## src/rtl/maxnet_act_collector.sv

```systemverilog
// Maxnet activation collector: gathers four PLU results per iteration into a shadow
// buffer, commits them as the activation vector and decides converge/timeout/iterate.
module maxnet_act_collector #(
    parameter int MAX_ITER = 255,
    parameter int ITER_W   = 8
) (
    input  logic              clk,
    input  logic              rst,
    input  logic              init_valid,
    output logic              init_ready,
    input  logic [31:0]       init_a1,
    input  logic [31:0]       init_a2,
    input  logic [31:0]       init_a3,
    input  logic [31:0]       init_a4,
    input  logic              plu_valid,
    input  logic [1:0]        plu_idx,
    input  logic [31:0]       plu_data,
    output logic [31:0]       a1,
    output logic [31:0]       a2,
    output logic [31:0]       a3,
    output logic [31:0]       a4,
    output logic              iter_start,
    output logic              done,
    output logic [1:0]        winner,
    output logic              zero_all,
    output logic              timeout,
    output logic [ITER_W-1:0] iter_count
);

    typedef enum logic [2:0] {
        S_IDLE,
        S_LAUNCH,
        S_COLLECT,
        S_CHECK,
        S_DONE
    } state_t;

    localparam logic [ITER_W-1:0] MAX_ITER_C = ITER_W'(MAX_ITER);

    state_t            state_q, state_d;
    logic [31:0]       act_q [4];
    logic [31:0]       act_d [4];
    logic [31:0]       shadow_q [4];
    logic [31:0]       shadow_d [4];
    logic [3:0]        mask_q, mask_d;
    logic              done_q, done_d;
    logic [1:0]        winner_q, winner_d;
    logic              zero_all_q, zero_all_d;
    logic              timeout_q, timeout_d;
    logic [ITER_W-1:0] iter_count_q, iter_count_d;

    logic [31:0]       init_vec [4];
    logic [3:0]        nz;
    logic [1:0]        low_idx;
    logic              at_most_one;
    logic [ITER_W-1:0] iter_inc;

    assign init_vec[0] = init_a1;
    assign init_vec[1] = init_a2;
    assign init_vec[2] = init_a3;
    assign init_vec[3] = init_a4;

    // Zero test only; the data format is never interpreted.
    genvar gi;
    generate
        for (gi = 0; gi < 4; gi++) begin : g_nz
            assign nz[gi] = (shadow_q[gi] != 32'h0);
        end
    endgenerate

    assign at_most_one = ((nz & (nz - 4'd1)) == 4'd0);
    assign iter_inc    = iter_count_q + 1'b1;

    always_comb begin
        low_idx = 2'd0;
        for (int i = 3; i >= 0; i--) begin
            if (nz[i]) low_idx = 2'(i);
        end
    end

    always_comb begin
        state_d      = state_q;
        act_d        = act_q;
        shadow_d     = shadow_q;
        mask_d       = mask_q;
        done_d       = done_q;
        winner_d     = winner_q;
        zero_all_d   = zero_all_q;
        timeout_d    = timeout_q;
        iter_count_d = iter_count_q;
        unique case (state_q)
            S_IDLE, S_DONE: begin
                if (init_valid) begin
                    act_d        = init_vec;
                    iter_count_d = '0;
                    done_d       = 1'b0;
                    winner_d     = 2'd0;
                    zero_all_d   = 1'b0;
                    timeout_d    = 1'b0;
                    state_d      = S_LAUNCH;
                end
            end
            S_LAUNCH: begin
                mask_d  = 4'd0;
                state_d = S_COLLECT;
            end
            S_COLLECT: begin
                if (plu_valid) begin
                    shadow_d[plu_idx] = plu_data;
                    mask_d[plu_idx]   = 1'b1;
                end
                if (mask_d == 4'hF) state_d = S_CHECK;
            end
            S_CHECK: begin
                act_d        = shadow_q;
                iter_count_d = iter_inc;
                if (at_most_one) begin
                    state_d    = S_DONE;
                    done_d     = 1'b1;
                    winner_d   = low_idx;
                    zero_all_d = (nz == 4'd0);
                end else if (iter_inc == MAX_ITER_C) begin
                    state_d   = S_DONE;
                    done_d    = 1'b1;
                    timeout_d = 1'b1;
                    winner_d  = low_idx;
                end else begin
                    state_d = S_LAUNCH;
                end
            end
            default: state_d = S_IDLE;
        endcase
    end

    always_ff @(posedge clk or posedge rst) begin
        if (rst) begin
            state_q      <= S_IDLE;
            for (int i = 0; i < 4; i++) begin
                act_q[i]    <= 32'h0;
                shadow_q[i] <= 32'h0;
            end
            mask_q       <= 4'd0;
            done_q       <= 1'b0;
            winner_q     <= 2'd0;
            zero_all_q   <= 1'b0;
            timeout_q    <= 1'b0;
            iter_count_q <= '0;
        end else begin
            state_q      <= state_d;
            act_q        <= act_d;
            shadow_q     <= shadow_d;
            mask_q       <= mask_d;
            done_q       <= done_d;
            winner_q     <= winner_d;
            zero_all_q   <= zero_all_d;
            timeout_q    <= timeout_d;
            iter_count_q <= iter_count_d;
        end
    end

    assign init_ready = (state_q == S_IDLE) || (state_q == S_DONE);
    assign iter_start = (state_q == S_LAUNCH);
    assign a1         = act_q[0];
    assign a2         = act_q[1];
    assign a3         = act_q[2];
    assign a4         = act_q[3];
    assign done       = done_q;
    assign winner     = winner_q;
    assign zero_all   = zero_all_q;
    assign timeout    = timeout_q;
    assign iter_count = iter_count_q;

endmodule
```

## config.mk

```make
export PLATFORM = sky130hd
export DESIGN_NAME = maxnet_act_collector
export DESIGN_NICKNAME = d
export VERILOG_FILES = /design/src/rtl/maxnet_act_collector.sv
export SDC_FILE = /design/constraint.sdc
export NUM_CORES = 1
export LEC_CHECK = 0
export CAP_MARGIN = 20
export CELL_PAD_IN_SITES_DETAIL_PLACEMENT = 1
export CELL_PAD_IN_SITES_GLOBAL_PLACEMENT = 2
export CORE_UTILIZATION = 23
export CTS_CLUSTER_DIAMETER = 60
export CTS_CLUSTER_SIZE = 30
export DETAILED_ROUTE_END_ITERATION = 16
export PLACE_DENSITY = 0.7
export SYNTH_ARGS = -nofsm -noshare
export SYNTH_HDL_FRONTEND = slang
export SYNTH_SLANG_ARGS = --single-unit
```

## constraint.sdc

```tcl
create_clock -name clk -period 27.9 [get_ports clk]
set_input_delay 5.58 -clock clk [delete_from_list [all_inputs] [get_ports clk]]
set_output_delay 5.58 -clock clk [all_outputs]
set_load 0.005 [all_outputs]
```

* After elaboration in Yosys (flattened, before gate mapping)
Cells that the tools add are included.
Word-level totals: bits in registers 276, word-level logic and storage cells 88
Cells by class: $add $sub $neg 2, magnitude comparators 4, equal/unequal tests 12, multiplexer cells 33, bitwise logic cells 3, reductions and logical operators 19
Operators by type and width (number):
- 128-bit case mux with 2 select lines | 1
- 128-bit bitwise mux | 1
- 128-bit 2-to-1 mux | 1
- 32-bit nonzero test | 4
- 32-bit demux with 2-bit select | 1
- 32-bit 2-to-1 mux | 1
- 8-bit case mux with 2 select lines | 1
- 2-bit 2-to-1 mux | 7
- 3-bit 2-to-1 mux | 4
- 3-bit case mux with 4 select lines | 1
- 2-bit inequality test (second input constant) | 5
- 8-bit by 1-bit adder with 8-bit output (second input constant) | 1
- 8-bit equality test (second input constant) | 1
- 4-bit zero test | 2
- 4-bit 2-to-1 mux | 2
- 8-bit 2-to-1 mux | 1
- 4-bit case mux with 2 select lines | 1
- 3-bit by 2-bit equality test with 1-bit output (second input constant) | 2
- 1-bit 2-to-1 mux | 6
- 1-bit case mux with 2 select lines | 3
- 2-bit AND reduction | 3
- 3-bit AND reduction | 2
- 4-bit AND | 1
- 4-bit equality test (second input constant) | 1
- 18 further kinds | 20

* Longest topological paths before layout
depth in word-level cells 10, depth in mapped cells 8, mapped depth without buffers 8

* Worst setup path before layout
Ideal clock, no wire load.
path kind input port to flip-flop, start point in plu_idx[1], end point reg shadow_q[10] (netlist bit), library setup time 0.125 ns, arrival time 6.662 ns, path slack 21.113 ns, stages on the path 4, path buffers 2, cell sequence clkbuf_1 > nand4_1 > clkbuf_1 > mux2_2
Between the ends: word-level cells in the longest chain between the ends 6, elaborated cells on any way between the ends 7, those cells by class 2 x order compare; 3 x mux; 1 x bitwise; 1 x reduce/logical
Ends and longest elaborated chain:
- start, declared | RTL line 16 | input logic [1:0] plu_idx,
- 2-bit NOT with 3-bit output (not written as such) * | RTL line 109 | shadow_d[plu_idx] = plu_data;
- 3-bit >= comparator (not written as such) / 3-bit by 1-bit less-than comparator with 1-bit output (equally long branches) | RTL line 109
- 1-bit logical AND (not written as such) | RTL line 109
- 32-bit 2-to-1 mux (not written as such) | RTL line 109
- 32-bit demux with 2-bit select * | RTL line 109
- 128-bit bitwise mux * | RTL line 109
- end signal, assigned | RTL line 151 | shadow_q <= shadow_d;
- end, declared | RTL line 43 | logic [31:0] shadow_q [4];
Every way passes the cells marked *; elsewhere a longest branch is shown, timed or not. A chain may end at the register's enable or synchronous reset.

* Worst setup path after layout
start point reg state_q[0], end point out iter_start
Between the ends: word-level cells in the longest chain between the ends 1
Ends and longest elaborated chain:
- start, declared | RTL line 40 | state_t state_q, state_d;
- start signal, assigned | RTL line 149 | state_q <= state_d;
- 3-bit by 1-bit equality test with 1-bit output | RTL line 162 | assign iter_start = (state_q == S_LAUNCH);
- end, declared | RTL line 22 | output logic iter_start,
No other way between the ends.

==> impl_metrics.ini <==
[synth]
synth_seq_cells = 276
avgSynthCellArea_um2 = 11.5
synth-compound-area-share = 0.102
syn-num-nets = 1164
yosys.area_share.simple = 0.134
yosysSeqAreaShare = 0.605
yosys_warnings = 0
synth-adder-area-share = 0.00219
ys.flop_type = dfrtp_1
synth.most_common_cell = nand2_1
synth_cells = 996
synth_xor_area_frac = 0.00307
yosys-top-cells-count = 278 x nand2_1, 276 x dfrtp_1, 128 x a22oi_1, 128 x mux2_2, 43 x clkbuf_1
synth.area.mux_share = 0.129
synthTopCellsByArea = dfrtp_1 60%, mux2_2 13%, nand2_1 9.1%, a22oi_1 8.4%, nor4_1 1.8%
synthDistinctLibCells = 43
synth_top_area_share = 0.605
async_reset_ff_frac = 1.00
synth.largest_area_cell = dfrtp_1
synth_top_family_by_area = simple AND/OR/NAND/NOR gates
synth-edff-count = 0
syn_area_mm2 = 0.0114

[route]
num_vias = 9087
ant_nets = 0
wl_per_cell_um = 21.3
drcViolationCount = 0
wirelength_um = 42000
firstDrtPassIters = 4
drt_iter0_drc = 531
via_per_inst = 4.60

[timing]
tns_ns = 0
worstMarginPinSlew_ns = 1.05
whs_ns = 0.476
finalSetupViolations = 0
hold_viol_final = 0
fin_crit_ns = 7.83
fin_ws_ns = 20.07
fin_worst_skew_ns = 0.0185
slew_violations = 0
rsz0062_at_grt = no
max_freq_mhz = 128
fin_crit_sh = 0.281
slew_headroom = 0.302

[grt]
grt_pass1_vias = 9777
grt_pass1_wl_um = 62600
grt-ovfl-total = 0
grt_usage = 0.164
grt_max_degree = 171
antenna_found_initial = 5

[hold_path]
hp-start = state_q[2]$_DFFE_PP0P_
min_to = state_q[1]$_DFFE_PP0P_
worstHoldPathCells = 1
min_path_type = reg -> reg

[setup_path]
r2r_setup_slack_ns = 24.69
cp_data_required_time_ns = 22.32
startpoint = state_q[0]$_DFFE_PP0P_
critPathArrivalTime_ns = 2.25
ff2ff_path_depth = 7
path_cells = inv_1 > or3_1 > inv_1 > clkdlybuf4s50_1
timing.rr.end = zero_all$_DFFE_PP0P_
slowest_delay_ns = 0.50
crit_type = reg -> out
cp_common_cell = inv_1
worstPathMaxFanout = 6
r2r-start = state_q[2]$_DFFE_PP0P_
slowest_stage = clkdlybuf4s50_1
setup.worst_path.end_class = output pin
start_kind = flip-flop

[status]
outcome = complete, no violations

[clocking]
root_buffer = clkbuf_16
htreeDepth = 1
holdBufCountCts = 0
clock_path_buffers = 3
clk_latency_ns = 0.59
cts_sinks = 276
cts_tree = yes
post_cts_buffers = 0
ctsResizeCount = 0
cts_buffers = 30
clkTransAtPathRegs_ns = 0.07

[layout]
nFillCells = 5392
antenna_cells = 0
final_area_mm2 = 0.0162
drive_gt1_frac = 0.155
layout.cells.non_filler = 1975
area_growth_pct = 41.8
nets = 1458

[placement]
post-place-ws_ns = 19.66
gp_congestion = 0.769
dp_cells = 1922
dp.final_hpwl_um = 30300
placed_area_mm2 = 0.0152
portBuffers = 308

[power_and_ir_drop]
power_density_mw_per_mm2 = 109
vdd_drop_max_uv = 40.1
cellLeakagePower_nw = 7.07

[floorplan]
num_rows = 81
initial_core_util = 0.233
die_area_mm2 = 0.0505
core_mm2 = 0.0490
die_w_um = 225
die_h_um = 225
ios = 309

[run]
cap_violations = 0
logic make-up (layout without fill, tap and decap cells):
group	Yosys count	count (layout)
XOR/XNOR	4	4
AO/OA/AOI/OAI	159	159
flip-flops	276	276
adder cells (fa/ha/maj)	2	2
buffers and inverters	65	380
AND/OR/NAND/NOR	359	359
multiplexers	131	131
worst max path at each step:
stage                                    to  slack (ns)  cells past startpoint
after floorplan           a1[0]$_DFFE_PP0P_       14.71                      1
after global placement    a3[5]$_DFFE_PP0P_       19.70                      8
after detailed placement  a4[7]$_DFFE_PP0P_       19.66                      8
after CTS                        iter_start       20.00                      4
after global routing             iter_start       19.98                      4
final                            iter_start       20.07                      4
critical path: cells and delay by family, from the launching register on:
kind,cells,cell delay (ns)
buffers and inverters,3,0.73
flip-flops,1,0.46
AND/OR/NAND/NOR,1,0.46
per-stage QoR:
| step | util | total power [mW] |
|---|---|---|
| after floorplan | - | 1.01 |
| after global placement | 0.311 | 1.36 |
| after detailed placement | 0.311 | 1.38 |
| after CTS | 0.331 | 1.79 |
| after global routing | 0.331 | 1.88 |
| final | 0.331 | 1.76 |
layout by cell type (no fill, tap or decap), drive strengths merged, types with 3 or more instances in the layout:
master / instances
clkdlybuf4s50: 308
nand2: 278
dfrtp: 276
mux2: 129
a22oi: 128
clkbuf: 35
nor4: 34
nor2: 18
inv: 16
o21ai: 13
buf: 12
nand4: 10
nand3: 6
clkinv: 6
and3: 4
a31oi: 3
nor3: 3
layer usage:
layer | vias to the layer above | part of all wire | GRT usage
li1 | 4124 | - | -
met2 | 234 | 0.49 | 0.279
met4 | 10 | 0.027 | 0.0509
met1 | 4655 | 0.43 | 0.208
met3 | 64 | 0.054 | 0.0345
met5 | - | 0.0015 | 0
power breakdown:
part	internal, mW	switching (mW)
registers	0.588	0.163
logic	0.330	0.275
clock network	0.216	0.187
total	1.13	0.625
sequential cells by signal, summed over array words and instances (netlist names):
| name | count |
|---|---|
| state_q | 3 |
| iter_count | 8 |
| shadow_q | 128 |
| mask_q | 4 |
| a4 | 32 |
| a2 | 32 |
| zero_all | 1 |
| done | 1 |
| timeout | 1 |
| winner | 2 |
| a3 | 32 |
| a1 | 32 |
layout make-up:
cell class | instances | area, um^2 | share of cell area
sequential | 276 | 6910 | 0.427
multi-input combinational | 655 | 4260 | 0.263
timing repair buffer | 320 | 3190 | 0.197
tap | 664 | 831 | 0.0513
clock buffer | 35 | 779 | 0.0482
clock inverter | 18 | 191 | 0.0118
inverter | 7 | 33.8 | 0.00209
(Power assumes the default switching activity.)
